--- config.mk ---
export PLATFORM = sky130hd
export DESIGN_NAME = adc_result_fifo
export DESIGN_NICKNAME = d
export VERILOG_FILES = /design/src/rtl/adc_pkg.sv /design/src/rtl/adc_fifo_mem.sv /design/src/rtl/adc_result_fifo.sv
export SDC_FILE = /design/constraint.sdc
export NUM_CORES = 1
export LEC_CHECK = 0
export CORE_AREA = 2 2 141 143
export CTS_BUF_LIST = sky130_fd_sc_hd__clkbuf_8 sky130_fd_sc_hd__clkbuf_16
export DETAILED_ROUTE_END_ITERATION = 10
export DIE_AREA = 0 0 143 145
export PLACE_DENSITY = 0.46
export SKIP_CTS_REPAIR_TIMING = 1
export SYNTH_ARGS = -nofsm -noshare
export SYNTH_HDL_FRONTEND = slang
export SYNTH_SLANG_ARGS = --single-unit
--- constraint.sdc ---
create_clock -name clk -period 5.5 [get_ports clk]
set_input_delay 0.55 -clock clk [delete_from_list [all_inputs] [get_ports clk]]
set_output_delay 0.55 -clock clk [all_outputs]
set_load 0.05 [all_outputs]
--- src/rtl/adc_pkg.sv ---
// Shared ADC constants used by the result-path blocks.
// Latency: n/a (constants only).
// Backpressure: n/a.
package adc_pkg;

  // Width of one converted and averaged SAR result.
  localparam int ADC_RESULT_BITS = 12;

  // Default number of buffered results between the SAR controller and its consumer.
  localparam int ADC_FIFO_DEPTH = 8;

endpackage

--- src/rtl/adc_fifo_mem.sv ---
// Result storage array: one synchronous write port, one asynchronous read port, no reset.
// Latency: write lands at the clock edge; read data follows rd_addr combinationally.
// Backpressure: none; the caller gates wr_en so dropped writes never touch the array.
module adc_fifo_mem #(
  parameter int DATA_BITS = 12,
  parameter int DEPTH     = 8,
  parameter int ADDR_BITS = $clog2(DEPTH)
) (
  input  logic                 clk,
  input  logic                 wr_en,
  input  logic [ADDR_BITS-1:0] wr_addr,
  input  logic [DATA_BITS-1:0] wr_data,
  input  logic [ADDR_BITS-1:0] rd_addr,
  output logic [DATA_BITS-1:0] rd_data
);

  logic [DATA_BITS-1:0] mem [DEPTH];

  // Store one result per enabled edge; contents are don't-care until written.
  always_ff @(posedge clk) begin
    if (wr_en) begin
      mem[wr_addr] <= wr_data;
    end
  end

  assign rd_data = mem[rd_addr];

endmodule

--- src/rtl/adc_result_fifo.sv ---
// First-word-fall-through FIFO buffering SAR results, with sticky overflow and level interrupt.
// Latency: a result written into an empty FIFO is presented on rd_* the next cycle.
// Backpressure: rd_ready_in stalls the head; writes while full (no pop) are dropped and flagged.
module adc_result_fifo
  import adc_pkg::*;
#(
  parameter int DATA_BITS = ADC_RESULT_BITS,
  parameter int DEPTH     = ADC_FIFO_DEPTH
) (
  input  logic                     clk,
  input  logic                     rst,
  input  logic                     conv_finished_strobe_in,
  input  logic [DATA_BITS-1:0]     result_in,
  input  logic                     clear_in,
  input  logic [$clog2(DEPTH):0]   threshold_in,
  input  logic                     rd_ready_in,
  output logic                     rd_valid_out,
  output logic [DATA_BITS-1:0]     rd_data_out,
  output logic [$clog2(DEPTH):0]   level_out,
  output logic                     overflow_out,
  output logic                     irq_out
);

  localparam int PW = $clog2(DEPTH);
  localparam int LW = PW + 1;

  // Pointers carry one extra wrap bit so full and empty are distinguishable
  // and the fill level is a plain subtraction.
  logic [LW-1:0]        wr_ptr;
  logic [LW-1:0]        rd_ptr;
  logic [LW-1:0]        level;
  logic [LW-1:0]        level_next;
  logic                 full;
  logic                 empty;
  logic                 rd_fire;
  logic                 wr_fire;
  logic                 drop;
  logic                 flush;
  logic                 mem_wr_en;
  logic [DATA_BITS-1:0] mem_rd_data;
  logic                 overflow_q;
  logic                 irq_q;

  assign level = wr_ptr - rd_ptr;
  assign full  = (level == LW'(DEPTH));
  assign empty = (level == '0);
  assign flush = rst || clear_in;

  // A pop frees a slot in the same edge, so a write into a full FIFO
  // alongside a read is accepted rather than dropped.
  assign rd_fire   = !empty && rd_ready_in;
  assign wr_fire   = conv_finished_strobe_in && (!full || rd_fire);
  assign drop      = conv_finished_strobe_in && full && !rd_fire;
  assign mem_wr_en = wr_fire && !flush;

  // Fill level after this edge's traffic; feeds the registered interrupt.
  always_comb begin
    level_next = level;
    if (wr_fire && !rd_fire) begin
      level_next = level + 1'b1;
    end else if (rd_fire && !wr_fire) begin
      level_next = level - 1'b1;
    end
  end

  // Pointer, sticky overflow and interrupt state; reset and clear both empty the FIFO.
  always_ff @(posedge clk) begin
    if (flush) begin
      wr_ptr     <= '0;
      rd_ptr     <= '0;
      overflow_q <= 1'b0;
      irq_q      <= 1'b0;
    end else begin
      if (wr_fire) begin
        wr_ptr <= wr_ptr + 1'b1;
      end
      if (rd_fire) begin
        rd_ptr <= rd_ptr + 1'b1;
      end
      if (drop) begin
        overflow_q <= 1'b1;
      end
      irq_q <= (threshold_in != '0) && (level_next >= threshold_in);
    end
  end

  adc_fifo_mem #(
    .DATA_BITS (DATA_BITS),
    .DEPTH     (DEPTH),
    .ADDR_BITS (PW)
  ) u_mem (
    .clk     (clk),
    .wr_en   (mem_wr_en),
    .wr_addr (wr_ptr[PW-1:0]),
    .wr_data (result_in),
    .rd_addr (rd_ptr[PW-1:0]),
    .rd_data (mem_rd_data)
  );

  // Uninitialised storage is masked so rd_data_out reads 0 whenever nothing is valid.
  assign rd_valid_out = !empty;
  assign rd_data_out  = rd_valid_out ? mem_rd_data : '0;
  assign level_out    = level;
  assign overflow_out = overflow_q;
  assign irq_out      = irq_q;

endmodule
Word-level counts from Yosys, hierarchy flattened --
Memories as Yosys holds them, arrays and structs flattened. A register that Yosys moved wholly into a read port is not among the register bits. Cells that the tools add are included. Widths: inputs -> output; s select.
Word-level totals: bits of input ports 21, output and inout bits 19, logic and storage cells 36, RAM bits 96, memories kept 1, register bits after elaboration 10
Operators by class: mux-type cells 7, add/sub/neg operators 5, reduce and logical (&&, ||, !) cells 17, eq/ne operators 1, $lt $le $gt $ge 1
Memories:
- u_mem.mem | words 8, bits a word 12, rd ports 1, clocked after Yosys merged registers in 1, wr ports 1, line adc_fifo_mem.sv:17 | logic [DATA_BITS-1:0] mem [DEPTH];
Operator list (count):
- $add 4x1->4 const B | 3
- $mux 12 | 1
- $logic_and 1x1->1 | 8
- $mux 4 | 2
- $mux 3 | 2
- $logic_not 1->1 | 5
- $eq 4x4->1 const B | 1
- $ge 4x4->1 | 1
- $logic_not 4->1 | 1
- $reduce_bool 4->1 | 1
- $sub 4x1->4 const B | 1
- $sub 4x4->4 | 1
- $logic_or 1x1->1 | 2
- $mux 1 | 2

Longest topological paths before layout --
Gate-level depths: netlist of run 1.
depth in word-level cells 12, depth in mapped cells 14, depth with buffers taken out 14

Hierarchy --
From an unflattened synthesis of run 1, not the netlist that was laid out.
Unflattened totals: cell total of the unflattened synthesis 280, area, all modules 4755.8 µm²
By module, submodules not included:
- adc_fifo_mem | times used 1, seq. area each 2882.8 µm², cells an instance 152, area an instance 3747.3 µm²
- adc_result_fifo | times used 1, seq. area each 200.2 µm², cells an instance 128, area an instance 1008.5 µm²

Worst setup path after synthesis of run 1 --
Ideal clock, no wire load.
kind register -> register, start reg wr_ptr[0], end mem u_mem.mem[1][0] (enable), arrival time 2.941 ns, setup slack 2.163 ns, clock period less this slack 3.337 ns, stages on the path, launching flop included 9, library setup time 0.396 ns, required time 5.104 ns, buffers on the path 0, path through dfxtp_1 inv_1 ha_1 fa_1 ha_1 nand2_2 o41ai_4 or3_1 nor3_1
Between the ends: word-level cells in the longest chain between the ends 9, elaborated cells between the ends (all ways) 11, classes of those cells add/sub: 1; eq/ne: 1; mux: 2; reduce/logical: 7
Ends and longest elaborated chain:
- start: declaration | line adc_result_fifo.sv:29 | logic [LW-1:0] wr_ptr;
- start signal: assignment | line adc_result_fifo.sv:75 | wr_ptr <= wr_ptr + 1'b1;
- $sub 4x4->4 | line adc_result_fifo.sv:44 | assign level = wr_ptr - rd_ptr;
- $logic_not 4->1 | line adc_result_fifo.sv:46 | assign empty = (level == '0);
- $logic_not 1->1 | line adc_result_fifo.sv:51 | assign rd_fire = !empty && rd_ready_in;
- $logic_and 1x1->1 | line adc_result_fifo.sv:51
- $logic_or 1x1->1 | line adc_result_fifo.sv:52 | assign wr_fire = conv_finished_strobe_in && (!full || rd_fire);
- $logic_and 1x1->1 | line adc_result_fifo.sv:52
- $logic_and 1x1->1 | line adc_result_fifo.sv:54 | assign mem_wr_en = wr_fire && !flush;
- $mux 1 | line adc_fifo_mem.sv:21 | if (wr_en) begin
- $mux 1 (not written as such) | line adc_fifo_mem.sv:22 | mem[wr_addr] <= wr_data;
- end: declaration | line adc_fifo_mem.sv:17
Parallel ways exist; a longest one is shown, timed or not.

Worst setup path after layout of run 1 --
start reg wr_ptr[1], end out rd_data_out[0]
Between the ends: word-level cells in the longest chain between the ends 3
Ends and longest elaborated chain:
- $sub 4x4->4 | line adc_result_fifo.sv:44
- $logic_not 4->1 | line adc_result_fifo.sv:46
- $mux 12 | line adc_result_fifo.sv:102 | assign rd_data_out = rd_valid_out ? mem_rd_data : '0;
- end: declaration | line adc_result_fifo.sv:18 | output logic [DATA_BITS-1:0] rd_data_out,
No other way between the ends.

==> results.cfg, run 1 <==
[status]
status = finished, final reports clean

[place]
io_buffers = 39
dp_hpwl_um = 6280
place_congestion = 0.794

[yosys]
synth_nets = 324
synth_edf_count = 96
ys_ff_latch = 109
ys_types = 50
synth_warnings = 0
synth_most_common_cell = edfxtp_1
synth_area_leaders = edfxtp_1 (61%), mux4_2 (11%), dfxtp_1 (5.5%)
avgSynthCellArea_um2 = 16.2
synth_common_cells = edfxtp_1 (96), nor2_1 (25), mux4_2 (24)
syn_inst = 291
postSynth.asyncResetShare = 0
synth_flop_cell = edfxtp_1
seq_area_frac_synth = 0.666
synth_area_um2 = 4720
netlist.top_cell.by_area = edfxtp_1
synth_top_area_frac = 0.611

[sta]
tns_ns = 0
fin_crit_ns = 4.10
slew_headroom = 0.390
drv_slew = 0
fmax_ghz = 0.244
finalSetupViolations = 0
worst_slew_pin_slew_ns = 0.914
min_period_over_period = 0.746
fin_worst_skew_ns = 0.00593
grt_setup_unrepaired = false
hold_viol_final = 0

[routing]
drtAntennaViolNets = 0
drt-initial-drc-count = 180
dr.pass1.iters = 4
vias_per_cell = 4.27
drc = 0
vias = 2599
avgRoutedWirePerCell_um = 16.5
wirelength_um = 10100

[cts]
clk_pin_slew_ns = 0.07
cts_buffers = 9
cts_tree = done
clk_latency_ns = 0.34
htree_levels = 3
cts.sinks = 109
cts_root_buf = clkbuf_16
cts_buffer_depth = 2

[cells_and_area]
num_antenna_cells = 0
ff_latch_area_um2 = 3140
multi_input_area_um2 = 1490
num-fill-cells = 1897
drive_gt1_frac = 0.190
finalCoreUtilization = 0.301
fin_nets = 371
area_growth_pct = 22.4

[global_routing]
grt_overflow_total = 0
grt_use_met1 = 0.132
grt_pass1_wl_um = 15600
use_met3 = 0.0185
grt_antenna_before_repair = 0
grt.busiest_layer = met2
use_met2 = 0.168
grt_max_degree = 25
grt.total_usage = 0.101
grt_pass1_vias = 2678

[power_and_ir_drop]
p_leak_nw = 1.84
pwr_density_cell_nw_per_um2 = 317
ir_drop_mv = 0.133
power.share.clock = 0.365
pwr-share-seq = 0.497
p_switching_mw = 0.472
p_int_mw = 1.36
p_sw_frac = 0.258
p_comb_frac = 0.138

[floorplanning]
die_y_um = 145
initial_utilization = 0.246
die_x_um = 143
die-area_um2 = 20700
rows = 51
coreArea_um2 = 19200
pin_count = 40

[setup_path]
path_max_fanout = 18
worstPathRequired_ns = 4.95
crit_path_end_kind = primary output
startpoint_type = flip-flop
worstPathArrival_ns = 3.55
path_class = flip-flop to primary output

[worst_hold_path]
holdCritPathClass = flip-flop to flip-flop

[job]
max_cap_violations = 0
[cell usage in the layout, fill, tap and decap left out, drive strengths merged, types with 4 or more instances in the layout]
cell           count
dfxtp             13
nand3              7
mux4              24
or3                5
inv               19
nand2             11
a21oi             15
mux2i             12
o21ai              7
clkbuf             9
buf                8
clkdlybuf4s50     39
nor3               6
ha                11
nor2              25
a21o               4
edfxtp            96
[critical path: stages, from the launching register on]
cell and delay, ns:
dfxtp_1 0.53, inv_1 0.13, fa_1 0.64, ha_1 0.27, nand2_2 0.17, a21oi_4 0.56, nor2_1 0.17, clkdlybuf4s50_1 0.74
[path summary, 6_finish.rpt]
path / start / end / slack [ns] / cells after the start
worst max-delay path: wr_ptr[1]$_SDFFE_PP0N_ / rd_data_out[0] / 1.40 / 7
worst min-delay path: overflow_out$_SDFFE_PP0P_ / overflow_out$_SDFFE_PP0P_ / 0.48 / 2
worst max register to register: wr_ptr[1]$_SDFFE_PP0N_ / irq_out$_SDFF_PP0_ / 1.76 / 13
worst min register to register: overflow_out$_SDFFE_PP0P_ / overflow_out$_SDFFE_PP0P_ / 0.48 / 2
[power by group through the flow]
| stage | Clock, mW | Combinational, mW | Sequential, mW |
|---|---|---|---|
| 6_report | 0.669 | 0.252 | 0.910 |
| 2_1_floorplan | 0 | 0.166 | 0.928 |
| 3_5_place_dp | 0 | 0.255 | 0.929 |
| 5_1_grt | 0.719 | 0.272 | 0.911 |
| 4_1_cts | 0.693 | 0.256 | 0.910 |
| 3_3_place_gp | 0 | 0.253 | 0.928 |
[layout make-up]
cell class,count,area share
flip-flops and latches,109,0.544
multi-input cells,156,0.257
repair buffers,47,0.0780
well taps,265,0.0574
clock buffers,9,0.0390
clock inverters,7,0.0143
inverters,15,0.0102
[flip-flops by register name (all words and copies together) (netlist names), named ones only]
signal	cells
rd_ptr	4
u_mem.mem	96
irq_out	1
overflow_out	1
wr_ptr	4
[metal layers]
layer  part of all wire  vias up  routed length (µm)
li1                   -     1234                   -
met3              0.029        9                 293
met4              0.014        0                 137
met2               0.52       35                5200
met1               0.44     1321                4430
met5                  0        -                   0
[per-stage QoR]
step | hold WS, ns | setup slack, ns | power [mW] | instances | instance area, µm²
detailed placement | 0.463 | 1.74 | 1.18 | 592 | 5470
global placement | 0.459 | 1.77 | 1.18 | 592 | 5470
CTS | 0.484 | 1.34 | 1.86 | 608 | 5780
floorplan | 0.477 | 2.16 | 1.09 | 291 | 4720
finish | 0.476 | 1.40 | 1.83 | 608 | 5780
global route | 0.522 | 1.16 | 1.90 | 608 | 5780
[kinds of logic (layout without fill, tap and decap cells)]
logic type | count (synthesis) | count (layout) | synth area share
flops | 109 | 109 | 0.666
simple gates | 64 | 64 | 0.0668
compound gates | 40 | 40 | 0.0626
mux | 36 | 36 | 0.140
buf+inv | 26 | 78 | 0.0223
fa+ha+maj | 12 | 12 | 0.0334
xor+xnor | 4 | 4 | 0.00902
(Power assumes the default switching activity.)
==> inputs of run 2 (changes only) <==
Settings changed: PLACE_DENSITY 0.46 to 0.47.
Clock period 5.5 ns to 3.5 ns, I/O delays scaled along.
==> run 2 against run 1 <==
Against the previous run: total power rose by 57%; critical path depth rose by 3; clock skew hardly changed; cell count grew 1.2%; via count is 0.50% lower; register-to-register slack worse by 1.5 ns; setup slack worse by 1.2 ns; wire length decreased by 2.4%; first-iteration DRC count is 5.6% higher; die area unchanged; highest routed layer unchanged.
==> results.cfg, run 2 (synthesis gave the netlist of run 1 again) <==
[status]
status = finished, final reports clean

[sta]
finalSetupViolations = 0
fin_crit_ns = 3.29
hold_viol_final = 0
slew_headroom = 0.407
worst_slew_pin_slew_ns = 0.889
fmax_ghz = 0.304
tns_ns = 0
min_period_over_period = 0.941
fin_worst_skew_ns = 0.00573
postLayoutSetupSlackWorst_ns = 0.205
drv_slew = 0

[global_routing]
grt_pass1_vias = 2690
grt_overflow_total = 0
grt.total_usage = 0.100
grt_pass1_wl_um = 15200
grt_max_degree = 25
grt_antenna_before_repair = 1

[cts]
cts_buffer_depth = 2
cts_root_buf = clkbuf_16
htree_levels = 3
clk_pin_slew_ns = 0.07
cts_tree = done
clk_latency_ns = 0.34
cts.sinks = 109
cts_buffers = 9

[floorplanning]
die-area_um2 = 20700
die_x_um = 143
die_y_um = 145
pin_count = 40
rows = 51
coreArea_um2 = 19200
initial_utilization = 0.246

[setup_path]
startpoint_type = flip-flop
worstPathArrival_ns = 2.94
rrSetupSlack_ns = 0.25
crit_path_end_kind = primary output
path_class = flip-flop to primary output
worstPathRequired_ns = 3.15
path_max_fanout = 15

[worst_hold_path]
holdCritPathClass = flip-flop to flip-flop

[cells_and_area]
num-fill-cells = 1901
regMostFlops = u_mem.mem
stdcell_area_um2 = 5810
drive_gt1_frac = 0.241
fin_nets = 377
layout_commonest_cell = edfxtp_1
final_cell_mix = edfxtp_1 (96), clkdlybuf4s50_1 (26), buf_4 (26), nor2_1 (25), mux4_2 (24)
area_growth_pct = 23.0
finalCoreUtilization = 0.302
largest_reg_flops = 96
largestRegisters = u_mem.mem (96), rd_ptr (4), wr_ptr (4)

[place]
place_congestion = 0.784
dp_hpwl_um = 6170
post_dp_cell_area_um2 = 5480
preCtsSetupSlack_ns = 0.122
io_buffers = 39

[routing]
vias = 2586
drtAntennaViolNets = 0
drt-initial-drc-count = 190
vias_per_cell = 4.20
dr.pass1.iters = 6
wirelength_um = 9820
avgRoutedWirePerCell_um = 16.0
drc = 0

[power_and_ir_drop]
p_comb_frac = 0.140
total_power_mw = 2.87
pwr-share-seq = 0.498
power.share.clock = 0.362
ir_drop_mv = 0.220
p_sw_frac = 0.255
p_leak_nw = 1.90
p_int_mw = 2.14
p_switching_mw = 0.733
pwr_density_cell_nw_per_um2 = 494

[job]
max_cap_violations = 0
-- run 2: power by group through the flow --
stage | clock network, mW | registers (mW) | logic [mW]
5_1_grt | 1.13 | 1.43 | 0.435
3_3_place_gp | 0 | 1.46 | 0.397
3_5_place_dp | 0 | 1.46 | 0.402
4_1_cts | 1.08 | 1.43 | 0.403
6_report | 1.04 | 1.43 | 0.402
2_1_floorplan | 0 | 1.46 | 0.261
-- run 2: layout make-up --
cell class	count	area, µm²	share of cell area
well taps	265	332	0.0571
flip-flops and latches	109	3140	0.541
clock inverters	7	82.6	0.0142
multi-input cells	156	1490	0.256
repair buffers	53	475	0.0819
inverters	15	58.8	0.0101
clock buffers	9	225	0.0388
diodes	1	2.50	0.000431
-- run 2: final timing paths --
path                                           startpoint                        end  cells past startpoint
worst min-delay path            overflow_out$_SDFFE_PP0P_  overflow_out$_SDFFE_PP0P_                      2
worst max-delay path               wr_ptr[0]$_SDFFE_PP0N_             rd_data_out[0]                     10
worst min register to register  overflow_out$_SDFFE_PP0P_  overflow_out$_SDFFE_PP0P_                      2
worst max register to register     wr_ptr[0]$_SDFFE_PP0N_         irq_out$_SDFF_PP0_                     14
-- run 2: per-stage QoR --
| step | hold WS (ns) | instances |
|---|---|---|
| 5_1_grt | 0.510 | 615 |
| 6_report | 0.471 | 615 |
| 4_1_cts | 0.485 | 613 |
| 3_5_place_dp | 0.463 | 597 |
| 3_3_place_gp | 0.459 | 597 |
| 2_1_floorplan | 0.449 | 291 |
-- run 2: critical path, cell delays in order, from the launching register on --
cell and delay, ns:
dfxtp_1 0.40, inv_1 0.08, ha_1 0.22, fa_2 0.60, ha_2 0.23, nand2_2 0.14, a21oi_4 0.21, buf_4 0.14
buf_4 0.24, nor2_1 0.13, buf_4 0.21
-- run 2: routing by layer --
metal | global-route usage | wire length, µm
met2 | 0.168 | 5040
met3 | 0.0215 | 326
met5 | 0 | 0
met4 | 0.0441 | 208
met1 | 0.124 | 4240
==> inputs of run 3 (changes only) <==
Settings changed: CTS_BUF_LIST sky130_fd_sc_hd__clkbuf_8 sky130_fd_sc_hd__clkbuf_16 to sky130_fd_sc_hd__clkbuf_4.
==> run 3 against run 2 <==
Against the previous run: cell count is 0.16% lower; via count up 1.2%; clock-buffer cell count is 1 higher; maximum frequency up 1.0%; clock skew increased by 0.013 ns; register-to-register slack about the same; flip-flop and latch count unchanged; critical path type unchanged; largest cell class unchanged; highest routed layer unchanged.
==> results.cfg, run 3 (synthesis gave the netlist of run 1 again) <==
[sta]
fmax_ghz = 0.307
grt_setup_unrepaired = false
tns_ns = 0
whs_ns = 0.489
min_period_over_period = 0.932
hold_viol_final = 0
fin_crit_ns = 3.26
worst_slew_pin_slew_ns = 0.903
finalSetupViolations = 0
slew_headroom = 0.397
drv_slew = 0
fin_worst_skew_ns = 0.0188

[setup_path]
crit_path_end_kind = primary output
r2r_end = irq_out$_SDFF_PP0_
path_max_fanout = 9
worstPathRequired_ns = 3.15
rrSetupSlack_ns = 0.25
rr_startpoint = wr_ptr[0]$_SDFFE_PP0N_
cp-endpoint = level_out[3]
startpoint_type = flip-flop
path_class = flip-flop to primary output
critPathLaunch = wr_ptr[2]$_SDFFE_PP0N_
worstPathArrival_ns = 2.91
worst_r2r_path_depth = 13

[power_and_ir_drop]
p_int_mw = 1.81
p_sw_frac = 0.277
power.share.clock = 0.269
pwr-share-seq = 0.571
ir_drop_mv = 0.154
p_leak_nw = 1.82
p_switching_mw = 0.692
pwr_density_cell_nw_per_um2 = 443
p_comb_frac = 0.160

[floorplanning]
initial_utilization = 0.246
coreArea_um2 = 19200
rows = 51
die-area_um2 = 20700
pin_count = 40
die_y_um = 145
die_x_um = 143

[cells_and_area]
finalCoreUtilization = 0.294
area_growth_pct = 19.7
largest_reg_flops = 96
regMostFlops = u_mem.mem
layout_commonest_cell = edfxtp_1
final_cell_mix = edfxtp_1 (96), clkdlybuf4s50_1 (26), nor2_1 (25), mux4_2 (24), buf_4 (24)
largestRegisters = u_mem.mem (96), rd_ptr (4), wr_ptr (4)
fin_nets = 376
drive_gt1_frac = 0.244
final_cell_count_no_fill = 614
stdcell_area_um2 = 5650

[cts]
clk_latency_ns = 0.46
cts_root_buf = clkbuf_4
cts_buffers = 9
clk_pin_slew_ns = 0.15
cts_buffer_depth = 2
cts.sinks = 109
cts_tree = done
htree_levels = 3

[place]
dp_hpwl_um = 6170
place_congestion = 0.784
place_inst = 597
post_dp_cell_area_um2 = 5480
io_buffers = 39

[routing]
drc = 0
avgRoutedWirePerCell_um = 16.0
dr.pass1.iters = 4
drt-initial-drc-count = 160
vias = 2616
drtAntennaViolNets = 0
wirelength_um = 9830
vias_per_cell = 4.26

[global_routing]
grt_max_degree = 25
grt.total_usage = 0.0994
grt_pass1_vias = 2670
grt_pass1_wl_um = 15200
grt_overflow_total = 0
grt_antenna_before_repair = 1

[status]
status = finished, final reports clean

[worst_hold_path]
worstHoldStart = overflow_out$_SDFFE_PP0P_
holdCritPathClass = flip-flop to flip-flop

[job]
max_cap_violations = 0
==> run 3: cell count changes in the layout (fill, tap and decap cells not counted), sizes merged <==
cell    delta
inv        -1
clkbuf     +1
buf        -1
==> run 3: power groups by stage <==
stage | clock [mW] | combinational [mW] | sequential (mW)
3_5_place_dp | 0 | 0.402 | 1.46
4_1_cts | 0.707 | 0.403 | 1.43
3_3_place_gp | 0 | 0.397 | 1.46
5_1_grt | 0.752 | 0.432 | 1.43
6_report | 0.672 | 0.400 | 1.43
2_1_floorplan | 0 | 0.261 | 1.46
==> run 3: layout make-up <==
type | instances | area (µm²)
Fill cell | 1920 | 13600
Antenna cell | 1 | 2.50
Multi-Input combinational cell | 156 | 1490
Tap cell | 265 | 332
Sequential cell | 109 | 3140
Clock inverter | 6 | 78.8
Inverter | 15 | 58.8
Timing Repair Buffer | 52 | 472
Clock buffer | 10 | 75.1
==> run 3: through the flow <==
step	power, mW	worst slack [ns]
finish	2.50	0.239
global route	2.62	0.0188
CTS	2.54	0.0322
detailed placement	1.86	0.122
global placement	1.85	0.205
floorplan	1.72	0.163
==> run 3: how the worst min path moves through the flow <==
stage | to | cells after the start
2_1_floorplan | u_mem.mem[0][0]$_DFFE_PP_ | 0
3_3_place_gp | overflow_out$_SDFFE_PP0P_ | 2
3_5_place_dp | overflow_out$_SDFFE_PP0P_ | 2
4_1_cts | overflow_out$_SDFFE_PP0P_ | 2
5_1_grt | wr_ptr[0]$_SDFFE_PP0N_ | 2
6_report | overflow_out$_SDFFE_PP0P_ | 2
==> run 3: routing by layer <==
layer,share of wire,vias to the layer above,GRT usage
li1,-,1240,-
met3,0.023,8,0.0201
met4,0.014,0,0.0371
met1,0.44,1329,0.124
met5,0,-,0
met2,0.52,39,0.168
==> run 3: critical path, cell delays in order (launching register included) <==
cell and delay [ns]:
dfxtp_1 0.53, ha_1 0.37, a21oi_1 0.22, a21oi_1 0.17, nor2_1 0.30, clkdlybuf4s50_1 0.87
